--- config.mk ---
export PLATFORM = sky130hd
export DESIGN_NAME = xif_result_scheduler
export DESIGN_NICKNAME = d
export VERILOG_FILES = /design/src/rtl/xif_result_scheduler.sv
export SDC_FILE = /design/constraint.sdc
export NUM_CORES = 1
export LEC_CHECK = 0
export ABC_AREA = 1
export ABC_CLOCK_PERIOD_IN_PS = 3300
export BUFFER_PORTS_ARGS = -buffer_cell sky130_fd_sc_hd__buf_2
export CORE_AREA = 2 2 186 188
export DETAILED_ROUTE_END_ITERATION = 8
export DIE_AREA = 0 0 188 190
export PLACE_DENSITY = 0.56
export SLEW_MARGIN = 30
export SYNTH_ARGS = -nofsm -noshare
export SYNTH_HDL_FRONTEND = slang
export SYNTH_SLANG_ARGS = --single-unit
export TNS_END_PERCENT = 5
--- constraint.sdc ---
create_clock -name clk_i -period 3.3 [get_ports clk_i]
set_input_delay 0.66 -clock clk_i [delete_from_list [all_inputs] [get_ports clk_i]]
set_output_delay 0.66 -clock clk_i [all_outputs]
set_load 0.03 [all_outputs]
--- src/rtl/xif_result_scheduler.sv ---
// Shares one eXtension-interface result channel among NUM_REQ coprocessor sources.
// Results are forwarded only once their id is committed; killed-id results are dropped.
module xif_result_scheduler #(
    parameter int NUM_REQ     = 4,
    parameter int X_ID_WIDTH  = 4,
    parameter int X_RFW_WIDTH = 64,
    parameter int RES_W       = X_ID_WIDTH + X_RFW_WIDTH + 5 + X_RFW_WIDTH/32 + 6 + 3 + 1 + 6 + 1 + 1
) (
    input  logic                       clk_i,
    input  logic                       rst_i,
    input  logic                       commit_valid_i,
    input  logic [X_ID_WIDTH-1:0]      commit_id_i,
    input  logic                       commit_kill_i,
    input  logic [NUM_REQ-1:0]         req_valid_i,
    output logic [NUM_REQ-1:0]         req_ready_o,
    input  logic [NUM_REQ*RES_W-1:0]   req_result_i,
    output logic                       result_valid_o,
    input  logic                       result_ready_i,
    output logic [RES_W-1:0]           result_o
);

    localparam int DEPTH = 2**X_ID_WIDTH;
    localparam int PTR_W = $clog2(NUM_REQ);

    logic [DEPTH-1:0]      cmt;
    logic [DEPTH-1:0]      kil;
    logic [DEPTH-1:0]      cmt_nxt;
    logic [DEPTH-1:0]      kil_nxt;
    logic [PTR_W-1:0]      ptr;
    logic [PTR_W-1:0]      ptr_nxt;

    logic [X_ID_WIDTH-1:0] src_id [NUM_REQ];
    logic [NUM_REQ-1:0]    src_cmt;
    logic [NUM_REQ-1:0]    src_kil;
    logic [NUM_REQ-1:0]    cand;

    logic                  out_free;
    logic                  win_valid;
    logic [PTR_W-1:0]      win_idx;
    logic                  win_kill;
    logic [X_ID_WIDTH-1:0] win_id;
    int                    idx;

    assign out_free = !result_valid_o || result_ready_i;

    for (genvar k = 0; k < NUM_REQ; k++) begin : g_src
        assign src_id[k]  = req_result_i[k*RES_W + RES_W - X_ID_WIDTH +: X_ID_WIDTH];
        assign src_cmt[k] = cmt[src_id[k]];
        assign src_kil[k] = kil[src_id[k]];
        // Drops need no output slot, so killed ids compete even while stalled.
        assign cand[k]    = req_valid_i[k] && (src_kil[k] || (src_cmt[k] && out_free));
    end

    always_comb begin
        win_valid = 1'b0;
        win_idx   = '0;
        idx       = 0;
        for (int i = 0; i < NUM_REQ; i++) begin
            idx = int'(ptr) + i;
            if (idx >= NUM_REQ) idx = idx - NUM_REQ;
            if (!win_valid && cand[idx]) begin
                win_valid = 1'b1;
                win_idx   = PTR_W'(idx);
            end
        end
    end

    assign win_id   = src_id[win_idx];
    assign win_kill = src_kil[win_idx];
    assign ptr_nxt  = (win_idx == PTR_W'(NUM_REQ - 1)) ? '0 : win_idx + 1'b1;

    always_comb begin
        req_ready_o = '0;
        if (win_valid && !rst_i) req_ready_o[win_idx] = 1'b1;
    end

    // Clear first, then set, so a same-cycle commit to the cleared id survives.
    always_comb begin
        cmt_nxt = cmt;
        kil_nxt = kil;
        if (win_valid) begin
            if (win_kill) kil_nxt[win_id] = 1'b0;
            else          cmt_nxt[win_id] = 1'b0;
        end
        if (commit_valid_i) begin
            if (commit_kill_i) kil_nxt[commit_id_i] = 1'b1;
            else               cmt_nxt[commit_id_i] = 1'b1;
        end
    end

    always_ff @(posedge clk_i) begin
        if (rst_i) begin
            cmt            <= '0;
            kil            <= '0;
            ptr            <= '0;
            result_valid_o <= 1'b0;
            result_o       <= '0;
        end else begin
            cmt <= cmt_nxt;
            kil <= kil_nxt;
            if (result_ready_i) result_valid_o <= 1'b0;
            if (win_valid) begin
                ptr <= ptr_nxt;
                if (!win_kill) begin
                    result_valid_o <= 1'b1;
                    result_o       <= req_result_i[win_idx*RES_W +: RES_W];
                end
            end
        end
    end

    a_commit_vs_clear: assert property (@(posedge clk_i) disable iff (rst_i)
        !(commit_valid_i && win_valid && commit_id_i == win_id));

    a_commit_flag_set: assert property (@(posedge clk_i) disable iff (rst_i)
        !(commit_valid_i && (cmt[commit_id_i] || kil[commit_id_i])));

endmodule

==> reports/metrics.csv <==
metric,value,unit
firstDrtPassIters,5,
setup_viol,10,
worstPathArrival,2730,ps
fin_nets,2365,
placed_area,13000,µm²
startpoint_type,input port,
place_congestion,0.930,
postCtsHoldBufs,0,
synth-seq-area-share,0.274,
setup_ws,-94.0,ps
multi_input_area,6400,µm²
path_clk_slew,60,ps
slew_viol_final,0,
ys_warn_count,0,
post-route-period-util,1.03,
antenna_left,0,
seq_area,2590,µm²
power,20.1,mW
ir_drop,0.000542,V
antenna_found_initial,7,
synth.top_cells.by_area,"dfxtp_1 27%, nand3_1 8.9%, o211ai_1 8.3%",
slew_headroom,0.346,
grt_pass1_wl,68900,µm
num_vias,12600,
syn_to_final_growth,55.9,%
worstMarginPinSlew,982,ps
post_drt_wl_per_cell,19.6,µm
routed_via_density,5.12,
dieArea,35700,µm²
worst-setup-path-type,input port to output port,
crit_path_cell_trace,"buf_12, buf_16, a21oi_2, o21ai_1, nand3_1, nand3_2, nand2_4, nand2_4, nand3_4, nand3_4, nand2_4, nand3_4, nor2_4, nand2_2, o21ai_4, ha_4, inv_2, nor2_4, buf_6",
place_ws,-391,ps
dp_hpwl,38200,µm
wirelength,48100,µm
path_max_fanout,6,
finalHoldViolations,0,
skew,13.0,ps
h-tree-depth,4,
power_density,1380,nW/µm²
ios,483,
cts_buffers,17,
synth.distinct_cells,34,
slowest_delay,190,ps
yosysTopAreaCellShare,0.274,
initial_core_util,0.275,
drive_gt1_frac,0.459,
row_count,68,
syn_inst,1443,
grt_pass1_vias,11800,
synth_nets,1832,
leakage,6.57,nW
globalRouteTotalUtil,0.255,
root_buffer,clkbuf_16,
grt_max_degree,95,
cap_violations,0,
ys_seq_elements,128,
worst_setup_path_end_kind,output port,
synth_area,9340,µm²
synth_area_leader_cell,dfxtp_1,
die_h,190,µm
cp.required,2640,ps
rsz0062_at_grt,true,
die_w,188,µm
cts_tree,done,
fmax,295,MHz
clkSinkCount,128,
final_cell_area,14600,µm²
insertion_delay,420,ps
violations,setup timing,
clockBufferDepth,2,
critPathSlowestCell,nor2_4,
gr-total-overflow,0,
fin_crit,3390,ps
hp-class,register to register,
fillCellCount,3545,
drt_iter0_drc,821,
syn_avg_cell_area,6.47,µm²
core-area,33900,µm²
run_status,"finished, violations left",
drc,0,
portBuffers,482,
-- layout make-up --
cell class	instances	area share
clock inverter	13	0.00851
inverter	61	0.0186
sequential	128	0.178
clock buffer	19	0.0311
multi-input combinational	1133	0.440
timing repair buffer	635	0.284
tap	455	0.0391
antenna	6	0.00103
-- Yosys cell counts (all sizes together) --
| library cell | number |
|---|---|
| a21oi | 55 |
| ha | 4 |
| nand2 | 196 |
| nor2 | 200 |
| o211ai | 103 |
| inv | 60 |
| clkbuf | 40 |
| or2 | 89 |
| o21ai | 200 |
| clkinv | 1 |
| dfxtp | 128 |
| nand3 | 175 |
| a31oi | 89 |
| nand3b | 1 |
| xnor2 | 1 |
| nand4 | 16 |
| buf | 81 |
| nor3 | 4 |
-- kinds of logic (layout without fill, tap and decap cells) --
group                      after synthesis  after routing  share of synthesized area
buffers and inverters                  182            728                     0.0971
and+or+nand+nor                        681            681                      0.341
AOI/OAI and AO/OA                      447            447                      0.281
other                                    0              6                          0
xor gates and xnor gates                 1              1                   0.000938
DFF                                    128            128                      0.274
adders and majority gates                4              4                    0.00536
-- path summary, 6_finish.rpt --
| path | from | endpoint | slack [ps] | cells past startpoint |
|---|---|---|---|---|
| worst max-delay path | req_result_i[275] | req_ready_o[0] | -90 | 19 |
| worst max register to register | cmt[2] | cmt[1] | 40 | 27 |
| worst min-delay path | kil[12] | kil[12] | 470 | 2 |
| worst min register to register | kil[12] | kil[12] | 470 | 2 |
-- flip-flops by register name, summed over array words and instances (netlist names) --
name,cells
result_o,93
kil,16
cmt,16
ptr,2
result_valid_o,1
-- report_power, final --
group | leakage (nW) | internal [mW] | switching, mW | total [mW]
registers | 1.07 | 2.10 | 0.290 | 2.39
logic | 5.22 | 6.37 | 9.43 | 15.8
clock network | 0.278 | 1.09 | 0.771 | 1.86
total | 6.57 | 9.56 | 10.5 | 20.1
-- cells in the final DEF, fill, tap and decap left out, types with 23 or more instances in the layout --
cell type  count
o21ai_1       96
nor2_1       183
nand2_2       30
nand3_1      132
nand3_2       32
nand2_1      154
o211ai_1     103
buf_2        474
or2_2         69
o21ai_0      100
a31oi_1       89
inv_1         24
inv_2         23
a21oi_1       46
buf_4        104
buf_12        27
dfxtp_1      110
-- critical path, delay by kind of cell --
kind	cells	cell delay [ps]
AO/OA/AOI/OAI	3	300
adder cells (fa/ha/maj)	1	160
buffers and inverters	4	440
AND/OR/NAND/NOR	11	1160
-- layer usage --
layer,vias to the layer above,global-route usage,part of all wire
met5,-,0,0
met1,5827,0.292,0.38
li1,6127,-,-
met4,0,0.120,0.042
met2,515,0.462,0.52
met3,85,0.0411,0.056
-- metrics by stage --
stage / hold WS [ps] / std cells / setup TNS [ps] / utilization
6_report: 469 / 2450 / -482 / 0.429
5_1_grt: 491 / 2449 / -7420 / 0.429
4_1_cts: 464 / 2429 / -182 / 0.412
3_5_place_dp: 452 / 2384 / -37610 / 0.382
3_3_place_gp: 447 / 2384 / -36040 / 0.382
2_1_floorplan: 439 / 1443 / -770 / -
-- what timing repair did --
action	CTS	global route
gates resized for setup	96	132
setup endpoints to repair	4	128
endpoints found under the hold margin	0	0
setup buffers	10	11
pin swaps	55	65
gates cloned	3	4
Note: power is estimated with default switching activity, not from simulation.
